File: src/rtl/vga_timing_gen.sv
// vga_timing_gen -- parametrised raster timing generator.
//
// Produces hsync/vsync, an active-video flag, visible-area coordinates and
// line/frame start strobes from free-running horizontal and vertical counters.
// Line layout is front porch, sync, back porch, active; the frame uses the
// same order counted in lines. The counters advance only on pix_en cycles,
// so pixel replication or slower pixel rates come from gating pix_en.
// Every output is registered from the pre-increment counter values, which
// gives one cycle of latency and keeps all outputs mutually aligned.
//
// Ports:
//   px_clk       in   pixel clock
//   reset        in   synchronous, active-high reset
//   pix_en       in   counter advance enable
//   hsync        out  horizontal sync, asserted level = H_POL
//   vsync        out  vertical sync, asserted level = V_POL
//   activevideo  out  high inside the visible region
//   x_px         out  visible column, 0 outside the visible region
//   y_px         out  visible row, 0 outside the visible region
//   line_start   out  one-cycle pulse for hc==0
//   frame_start  out  one-cycle pulse for hc==0 && vc==0
//   frame_cnt    out  16-bit wrapping frame counter (only with VGA_FRAME_COUNT_EN)
//
// Build option: define VGA_FRAME_COUNT_EN to add the frame_cnt output.
module vga_timing_gen #(
  parameter int CW       = 10,
  parameter int H_ACTIVE = 640,
  parameter int H_FP     = 24,
  parameter int H_SYNC   = 40,
  parameter int H_BP     = 128,
  parameter int V_ACTIVE = 480,
  parameter int V_FP     = 9,
  parameter int V_SYNC   = 3,
  parameter int V_BP     = 28,
  parameter bit H_POL    = 1'b0,
  parameter bit V_POL    = 1'b0
) (
  input  logic          px_clk,
  input  logic          reset,
  input  logic          pix_en,
`ifdef VGA_FRAME_COUNT_EN
  output logic [15:0]   frame_cnt,
`endif
  output logic          hsync,
  output logic          vsync,
  output logic          activevideo,
  output logic [CW-1:0] x_px,
  output logic [CW-1:0] y_px,
  output logic          line_start,
  output logic          frame_start
);

  localparam int H_BLANK = H_FP + H_SYNC + H_BP;
  localparam int H_TOTAL = H_BLANK + H_ACTIVE;
  localparam int V_BLANK = V_FP + V_SYNC + V_BP;
  localparam int V_TOTAL = V_BLANK + V_ACTIVE;

  // Boundaries pre-sized to the counter width so compares stay width-clean.
  localparam logic [CW-1:0] C_H_LAST = CW'(H_TOTAL - 1);
  localparam logic [CW-1:0] C_H_SS   = CW'(H_FP);
  localparam logic [CW-1:0] C_H_SE   = CW'(H_FP + H_SYNC);
  localparam logic [CW-1:0] C_H_BL   = CW'(H_BLANK);
  localparam logic [CW-1:0] C_V_LAST = CW'(V_TOTAL - 1);
  localparam logic [CW-1:0] C_V_SS   = CW'(V_FP);
  localparam logic [CW-1:0] C_V_SE   = CW'(V_FP + V_SYNC);
  localparam logic [CW-1:0] C_V_BL   = CW'(V_BLANK);

  logic [CW-1:0] r_hc, r_vc;
  logic [CW-1:0] w_hc_nxt, w_vc_nxt;
  logic          w_h_last, w_h_sync, w_v_sync, w_active, w_line0, w_frame0;

  logic          r_hsync, r_vsync, r_active, r_ls, r_fs;
  logic [CW-1:0] r_x, r_y;

  always_comb begin
    w_h_last = (r_hc == C_H_LAST);
    w_hc_nxt = w_h_last ? '0 : r_hc + 1'b1;
    w_vc_nxt = r_vc;
    if (w_h_last)
      w_vc_nxt = (r_vc == C_V_LAST) ? '0 : r_vc + 1'b1;
    w_h_sync = (r_hc >= C_H_SS) && (r_hc < C_H_SE);
    w_v_sync = (r_vc >= C_V_SS) && (r_vc < C_V_SE);
    w_active = (r_hc >= C_H_BL) && (r_vc >= C_V_BL);
    w_line0  = (r_hc == '0);
    w_frame0 = w_line0 && (r_vc == '0);
  end

  always_ff @(posedge px_clk) begin
    if (reset) begin
      r_hc     <= '0;
      r_vc     <= '0;
      r_hsync  <= ~H_POL;
      r_vsync  <= ~V_POL;
      r_active <= 1'b0;
      r_x      <= '0;
      r_y      <= '0;
      r_ls     <= 1'b0;
      r_fs     <= 1'b0;
    end else if (pix_en) begin
      r_hc     <= w_hc_nxt;
      r_vc     <= w_vc_nxt;
      r_hsync  <= w_h_sync ? H_POL : ~H_POL;
      r_vsync  <= w_v_sync ? V_POL : ~V_POL;
      r_active <= w_active;
      r_x      <= w_active ? r_hc - C_H_BL : '0;
      r_y      <= w_active ? r_vc - C_V_BL : '0;
      r_ls     <= w_line0;
      r_fs     <= w_frame0;
    end else begin
      // Everything else holds; strobes must never stretch across idle cycles.
      r_ls     <= 1'b0;
      r_fs     <= 1'b0;
    end
  end

`ifdef VGA_FRAME_COUNT_EN
  logic [15:0] r_fcnt;
  always_ff @(posedge px_clk) begin
    if (reset)
      r_fcnt <= '0;
    else if (pix_en && w_frame0)
      r_fcnt <= r_fcnt + 16'd1;
  end
  assign frame_cnt = r_fcnt;
`endif

  assign hsync       = r_hsync;
  assign vsync       = r_vsync;
  assign activevideo = r_active;
  assign x_px        = r_x;
  assign y_px        = r_y;
  assign line_start  = r_ls;
  assign frame_start = r_fs;

endmodule
File: config.mk
export PLATFORM = sky130hd
export DESIGN_NAME = vga_timing_gen
export DESIGN_NICKNAME = d
export VERILOG_FILES = /design/src/rtl/vga_timing_gen.sv
export SDC_FILE = /design/constraint.sdc
export NUM_CORES = 1
export LEC_CHECK = 0
export CAP_MARGIN = 5
export CORE_ASPECT_RATIO = 0.9
export CORE_MARGIN = 10
export CORE_UTILIZATION = 58
export CTS_CLUSTER_SIZE = 8
export DETAILED_ROUTE_END_ITERATION = 10
export PLACE_DENSITY = 0.83
export SLEW_MARGIN = 15
export SYNTH_ARGS = -nofsm -noshare
export SYNTH_HDL_FRONTEND = slang
export SYNTH_SLANG_ARGS = --single-unit
File: constraint.sdc
create_clock -name px_clk -period 3.3 [get_ports px_clk]
set_input_delay 0.66 -clock px_clk [delete_from_list [all_inputs] [get_ports px_clk]]
set_output_delay 0.66 -clock px_clk [all_outputs]
set_load 0.05 [all_outputs]
==> results of run 1 <==
## power groups by stage
stage	clock network, mW	logic, mW	registers, mW
after CTS	0.336	0.0443	0.550
after global routing	0.360	0.0480	0.551
after global placement	0	0.0433	0.563
final	0.330	0.0439	0.550
after floorplan	0	0.0212	0.570
after detailed placement	0	0.0441	0.563
## worst paths after layout
kind	from	end	slack, ps	cells after the start
setup / recovery	pix_en	r_vc[9]	990	5
setup reg to reg	r_hc[6]	r_vc[9]	1130	6
hold reg to reg	y_px[7]	y_px[7]	480	2
hold / removal	y_px[7]	y_px[7]	480	2
## through the flow
step,power (mW),cell area (µm²),std cells,util
global route,0.959,2480,308,0.719
finish,0.924,2480,308,0.719
global placement,0.606,2400,300,0.694
detailed placement,0.607,2400,300,0.694
floorplan,0.591,2120,244,-
CTS,0.930,2480,308,0.719
## cells in the mapped netlist (all sizes together), types with 3 or more instances
cell,instances
dfxtp,45
nor2,27
a22oi,16
inv,15
nand2,14
a21oi,12
clkbuf,12
xnor2,12
ha,11
nand3,11
nor3,10
nor4,9
buf,7
xor2,6
nand4,5
o21ai,4
nand2b,3
o32ai,3
or4,3
## layer usage
| layer | vias to the layer above | routed length (µm) | global-route usage |
|---|---|---|---|
| met3 | 7 | 340 | 0.0501 |
| met5 | - | 0 | 0 |
| li1 | 893 | - | - |
| met1 | 823 | 2250 | 0.187 |
| met2 | 59 | 1930 | 0.207 |
| met4 | 0 | 61 | 0.0518 |
## tightest hold or removal path, delay by kind of cell (launching register included)
kind	cells	cell delay, ps
simple gates	1	60
compound gates	1	50
flops	1	320
## layout make-up
type                            instances  area [µm²]  share of cell area
Clock inverter                          3        17.5             0.00705
Multi-Input combinational cell        165        1080               0.437
Tap cell                               44        55.1              0.0222
Sequential cell                        45         901               0.363
Timing Repair Buffer                   31         300               0.121
Clock buffer                            5        68.8              0.0277
Inverter                               15        56.3              0.0227
## cells by family after synthesis
kind of cell / synth area share
AO/OA/AOI/OAI: 0.144
XOR/XNOR: 0.0744
adder cells (fa/ha/maj): 0.0649
buffers and inverters: 0.0661
flip-flops: 0.425
AND/OR/NAND/NOR: 0.226
## sequential cells by signal (all words and copies together), names as in the netlist, 10 cells and up
name and count:
r_hc 10, r_vc 10, x_px 10, y_px 10
==> run summary, run 1 <==
HPWL Detailed = 3320 µm
EDFF count, synth = 0
I/O Buffers = 27
Synth Flop Type = dfxtp_1
First-pass GRT wire length = 7890 µm
Synthesized area = 0.00212 mm²
GR Overflow Total = 0
Seq pwr share = 0.595
Slew Viols, Final = 0
RSZ-0062 raised after global routing = no
CP max stage delay = 580 ps
Die height = 77.4 µm
Crit start category = primary input
Clock power frac = 0.357
Net switching power = 0.217 mW
Worst vdd ir = 0.000284 V
CP Class = in -> reg
Skew-Pair Late Insertion Delay = 300 ps
Max-cap check violation count = 0
Largest net degree at the start of global routing = 40
CTS Root Cell = clkbuf_8
Final ANT Viol Nets = 0
Initial core utilization = 0.614
All-layer global routing usage = 0.142
Max Fclk = 433 MHz
Clock Sinks = 45
Critical Path End Type = flop
Cts repair resizes = 0
DRT iter0 DRCs = 153
Detailed-route via count = 1782
Status = finished, final reports clean
Vias in the first global route = 1659
DR DRC count = 0
Most frequent cells in the layout = dfxtp_1, nor2_1, clkdlybuf4s50_1, a22oi_1, inv_1
Final Wtd Congestion = 0.925
Clock period minus worst slack = 2310 ps
CP arrival = 2540 ps
Crit path buffers/inverters = 1
Fin Setup TNS = 0 ps
CP delay by family, top = simple AND/OR/NAND/NOR gates
DR WL/cell = 14.9 µm
Gate count after technology mapping = 244
Die W = 83.7 µm
Area contributors post-synth = dfxtp_1, ha_1, a22oi_1
Internal power = 0.707 mW
Length of the first detailed-routing pass in iterations = 4
FFs w/ async S/R, synth = 0
Clock tree buffer depth = 2
Unique masters post-synth = 39
Filler cells = 279
Setup Fix Bufs, Post-CTS = 0
Clk slew on worst S/H paths = 80 ps
Row count = 20
CP required = 3530 ps
N_diodes = 0
Final setup vio count = 0
Worst-margin pin slew = 568 ps
Switching share of power = 0.234
Critical Path Slowest Stage Cell = or4_4
Dpl ws = 695 ps
Fraction of final layout cells sized beyond drive strength 1 = 0.0720
Max_slew headroom = 0.619
Crit path cell chain = clkdlybuf4s50_1 > nand3_2 > or4_4 > or4_1 > a21oi_1
Commonest non-fill, non-tap cell in the layout = dfxtp_1
Routed WL = 4580 µm
Vias per Instance = 5.79
Final hold violations = 0
Sequential element share of the synthesized area = 0.425
Initial antenna violation count = 0
H-Tree Level Count = 2
PD cells = 372 mW/mm²
# hold bufs at CTS = 0
Tcrit/Tclk final = 0.700
Min Hold Slack = 476 ps
Syn_area_per_cell = 8.69 µm²
Area Growth Syn to Fin = 17.2%
Core area = 0.00345 mm²
Clock skew = 5.10 ps
Synth warnings = 0
TritonCTS Buffers = 5
# IOs = 28
Leakage = 0.824 nW
CP Max Fanout = 9
Nets = 277
Area share of the largest cell type after synthesis = 0.425
CTS tree = yes
Syn nets = 258
Largest area contributor in the netlist = dfxtp_1
Worst setup margin = 990 ps
Die area = 0.00648 mm²
HP Class = reg -> reg
Share of total power in combinational logic = 0.048
Yosys reg bits = 45
Note: power is estimated with default switching activity, not from simulation.
==> run 2, diff against run 1 <==
- CORE_UTILIZATION: 58 -> 49
- PLACE_DENSITY: 0.83 -> 0.75
- clock period: 3.3 -> 2.1 ns (I/O delays scaled with it)
==> run 2 against run 1 <==
  * First-iteration DRC count down 5.2%
  * Non-clock buffer count up 18
  * Clock power up 56%
==> run summary, run 2 (synthesized netlist as in run 1, its figures left out) <==
Initial antenna violation count = 0
Worst Hold Depth = 2
DR WL/cell = 15.0 µm
CTS tree = yes
TritonCTS Buffers = 5
Clock skew = 6.75 ps
PD cells = 550 mW/mm²
Slew Viols, Final = 0
Hold EP = y_px[3]
Crit path cell chain = ha_2 > nand3_2 > or4_4 > or4_1 > a21oi_1
Clock power frac = 0.354
CTS Root Cell = clkbuf_8
Vias per Instance = 5.67
Commonest non-fill, non-tap cell in the layout = dfxtp_1
Area Growth Syn to Fin = 25.0%
Net switching power = 0.339 mW
H-Tree Level Count = 2
Share of total power in combinational logic = 0.053
Dpl ws = -107 ps
RSZ-0062 raised after global routing = no
Clock tree buffer depth = 2
Final ANT Viol Nets = 0
Clk slew on worst S/H paths = 80 ps
First-pass GRT wire length = 8180 µm
Row count = 22
Cell Count, Final, Fillers Out = 330
Final hold violations = 0
Max-cap check violation count = 0
Routed WL = 4960 µm
Crit path buffers/inverters = 0
Critical Path End Type = flop
RR Endpoint = r_vc[9]
Placed cell count = 322
Worst-margin pin slew = 510 ps
GR Overflow Total = 0
Critical Path Slowest Stage Cell = or4_4
Fraction of final layout cells sized beyond drive strength 1 = 0.135
Initial core utilization = 0.513
Min Hold Slack = 478 ps
DR DRC count = 0
Max Fclk = 503 MHz
HP Class = reg -> reg
Filler cells = 351
Setup slack, reg-to-reg = 110 ps
Tcrit/Tclk final = 0.946
Length of the first detailed-routing pass in iterations = 4
Final core utilization = 0.642
Clock period minus worst slack = 1990 ps
Switching share of power = 0.232
CP max stage delay = 520 ps
All-layer global routing usage = 0.140
Largest net degree at the start of global routing = 40
Die height = 82.4 µm
# IOs = 28
Design Power = 1.46 mW
Multi-input gate area = 0.00109 mm²
Hold Crit Start = y_px[3]
Worst setup margin = 113 ps
Post-DP Area = 0.00256 mm²
CP required = 2330 ps
Detailed-route via count = 1871
Clock Sinks = 45
Crit start category = flop
Nets = 295
Die W = 89.3 µm
CP Max Fanout = 5
Register Area = 902 µm²
Final instance area = 0.00265 mm²
Seq pwr share = 0.593
Max_slew headroom = 0.659
Internal power = 1.12 mW
Leakage = 0.917 nW
N_diodes = 0
Fin Setup TNS = 0 ps
I/O Buffers = 27
Most frequent cells in the layout = dfxtp_1, nor2_1, clkdlybuf4s50_1, buf_4, a22oi_1
Worst vdd ir = 0.000491 V
DRT iter0 DRCs = 145
HPWL Detailed = 3690 µm
Status = finished, final reports clean
CP arrival = 2220 ps
Skew-Pair Late Insertion Delay = 290 ps
Core area = 0.00413 mm²
R2R depth = 5
Die area = 0.00736 mm²
Final Wtd Congestion = 0.871
CP Class = reg -> reg
Final setup vio count = 0
Reg2Reg Launch Point = r_hc[1]
Vias in the first global route = 1690
CP delay by family, top = simple AND/OR/NAND/NOR gates
## run 2: changes by cell type in the layout (fill, tap and decap cells not counted), sizes merged
cell,before,now
buf,4,22
clkbuf,5,6
clkinvlp,1,0
## run 2: routing by layer
metal	global-route usage	up-vias	share of wire
met4	0.0635	0	0.014
met2	0.202	60	0.43
met5	0	-	0
met1	0.194	872	0.49
met3	0.0313	7	0.063
li1	-	932	-
## run 2: worst max-delay path by stage
stage / start / to / slack, ps / depth (start not counted)
after floorplan: r_hc[6] / r_vc[9] / 140 / 6
after global placement: pix_en / r_vc[9] / -90 / 5
after detailed placement: pix_en / r_vc[9] / -110 / 5
after CTS: r_hc[1] / r_vc[9] / 100 / 5
after global routing: r_hc[1] / r_vc[9] / 20 / 5
final: r_hc[1] / r_vc[9] / 110 / 5
## run 2: timing repair
item | 4_1_cts | 5_1_grt
setup endpoints to repair | 0 | 1
gates resized for setup | 0 | 2
buffers inserted | 0 | 0
hold buffers | 0 | 0
## run 2: power by group through the flow
stage                     clock network (mW)  logic (mW)  registers (mW)
final                                  0.515      0.0779           0.864
after global routing                   0.559      0.0845           0.866
after CTS                              0.527      0.0785           0.864
after detailed placement                   0      0.0781           0.884
after global placement                     0      0.0760           0.884
after floorplan                            0      0.0333           0.895
## run 2: area by class of cell
class | instances | share of cell area
clock inverter | 2 | 0.00378
tap | 48 | 0.0227
timing repair buffer | 49 | 0.174
inverter | 15 | 0.0213
sequential | 45 | 0.341
multi-input combinational | 165 | 0.410
clock buffer | 6 | 0.0274
## run 2: worst reg2reg max path: stages, from the launching register on
cell,delay [ps]
dfxtp_1,420
ha_2,260
nand3_2,110
or4_4,520
or4_1,470
a21oi_1,150
==> RTL edit, RTL diff (config.mk and constraints of run 2) <==
`CW`: 10 -> 11.
--- a/src/rtl/vga_timing_gen.sv
+++ b/src/rtl/vga_timing_gen.sv
@@ -23,7 +23,7 @@
 //
 // Build option: define VGA_FRAME_COUNT_EN to add the frame_cnt output.
 module vga_timing_gen #(
-  parameter int CW       = 10,
+  parameter int CW       = 11,
   parameter int H_ACTIVE = 640,
   parameter int H_FP     = 24,
   parameter int H_SYNC   = 40,
Ports: changed (resized x_px and y_px); port bits go from 28 to 30. No check against the original RTL was run, so the function may have changed too.
==> RTL edit against run 2 <==
Total power increased by 7.6%. Design area increased by 14%. Worst hold slack got worse by 0.0076 ns. Non-clock buffer count unchanged. Worst setup slack improved by 0.025 ns. Sequential share of layout area decreased by 1.6 points. Synthesized area increased by 17%. Sequential cell count increased by 4. Routed wire length increased by 13%.
==> RTL edit: results (changes against run 2) <==
outcome:
  run_status: "finished clean"
sta:
  final_clock_skew_ns: 0.00947  # +0.00272 ns
  tightest_slew_ns: 0.519  # +0.00963 ns
hold_path:
  worst_hold_startpoint: "x_px[4]"
  min_delay_worst_endpoint: "x_px[4]"
setup_path:
  crit_slowest_cell: "or4_1"
  worstPathMaxFanout: 7  # +2
  ff2ff_setup_slack_ns: 0.14  # +0.02 ns
  worstReg2RegEnd: "r_vc[10]"
  rr_startpoint: "r_hc[6]"
  critPathMaxStageDelay_ns: 0.53
  worstRegToRegCells: 6  # +1
  cp_data_arrival_time_ns: 2.19  # -0.03 ns
detailed_routing:
  number_of_design_rule_violations_left_by_the_first_detailed_router_iteration: 192  # +32%
  routedWlPerCell_um: 14.7  # -1.9%
  route.detailed.vias_per_inst: 5.60  # -1.2%
  first_pass_iters: 4  # unchanged
grt:
  grt_pass1_wl_um: 9380  # +15%
  grt_max_degree: 38  # -5.0%
  antenna_violations_before_repair: 0  # unchanged
  via_count_of_the_first_global_routing_pass: 1949  # +15%
  grt_usage_pct: 13.7  # -0.26 points
layout:
  diodes: 0  # unchanged
  final_nets: 328  # +11%
  final_layout_size_suffix_gt1_share_pct: 15.5  # +2.0 points
logic_synthesis:
  synth_ff_type: "dfxtp_1"
  synth_top_cells_by_area: "dfxtp_1, or3b_2, ha_1, o31ai_1, a21oi_1"
  synth-seq-area-share_pct: 39.4  # -3.1 points
  post_synthesis_net_count: 291  # +13%
  commonest_cells_post_synth: "dfxtp_1, a21oi_1, nor2_1"
  post_synth_num_cell_types: 45  # +15%
  postSynth.asyncResetShare_pct: 0  # unchanged
placement:
  io_buffer_count: 29  # +7.4%
  dpl.hpwl_um: 4160  # +13%
  placement.cell_area_um2: 2920  # +14%
  gp_congestion: 0.883  # +1.4%
clock_network:
  insertion_delay_ns: 0.31  # +0.02 ns
  cts_root_buffer: "clkbuf_8"
  clock_path_buffers: 2  # unchanged
pwr:
  switching_power_total_mw: 0.368  # +8.7%
  total_leakage_power_nw: 1.08  # +17%
  ir_worst_vdd_v: 0.000459  # -6.5%
## RTL edit: layer usage
layer / vias to the layer above / GRT usage (%) / part of all wire (%)
met3: 7 / 2.91 / 5.8
met1: 997 / 19.2 / 49
met2: 61 / 19.9 / 44
met5: - / 0 / 0
li1: 1070 / - / -
met4: 0 / 5.43 / 1.6
## RTL edit: final cells by class
type / instances / area [um2]
multi-input combinational: 200 / 1380
clock inverter: 1 / 7.51
tap: 65 / 81.3
fill: 419 / 1880
inverter: 10 / 37.5
clock buffer: 7 / 76.3
timing repair buffer: 49 / 453
sequential: 49 / 981
## RTL edit: through the flow
stage / hold WS, ns / instances / setup slack [ns] / util, %
after global routing: 0.502 / 381 / 0.00126 / 61.7
after global placement: 0.457 / 371 / 0.0903 / 59.6
after detailed placement: 0.458 / 371 / 0.0530 / 59.6
after floorplan: 0.476 / 278 / 0.249 / -
after CTS: 0.473 / 379 / 0.0945 / 61.3
final: 0.470 / 381 / 0.137 / 61.7
## RTL edit: how the worst max path moves through the flow
stage | startpoint | endpoint | slack, ns | cells past startpoint
finish | r_hc[6] | r_vc[10] | 0.14 | 6
detailed placement | pix_en | r_vc[10] | 0.05 | 5
global placement | pix_en | r_vc[8] | 0.09 | 5
global route | r_hc[4] | y_px[5] | 0.001 | 4
CTS | r_vc[4] | y_px[5] | 0.09 | 6
floorplan | r_vc[3] | x_px[8] | 0.25 | 8
## RTL edit: worst max-delay path, delay by kind of cell (launching register included)
family / cells / cell delay [ns]
AOI/OAI and AO/OA: 1 / 0.18
DFF: 1 / 0.38
buffers and inverters: 1 / 0.14
and+or+nand+nor: 3 / 0.96
adders and majority gates: 1 / 0.21
## RTL edit: kinds of logic after synthesis
logic type	after synthesis	synth area share (%)
flops	49	39.4
simple gates	118	29.1
compound gates	53	14.6
buf+inv	29	5.18
fa+ha+maj	10	5.03
xor+xnor	19	6.68
## RTL edit: power by group through the flow
stage	combinational (mW)	clock, mW	sequential [mW]
after floorplan	0.0392	0	0.968
after global placement	0.0780	0	0.959
after detailed placement	0.0794	0	0.959
after CTS	0.0795	0.557	0.938
after global routing	0.0858	0.592	0.938
final	0.0793	0.551	0.938
## RTL edit: repair_timing
item / in CTS / in global routing
endpoints found under the setup margin: 0 / 2
gates resized for setup: 0 / 1
setup buffers: 0 / 2
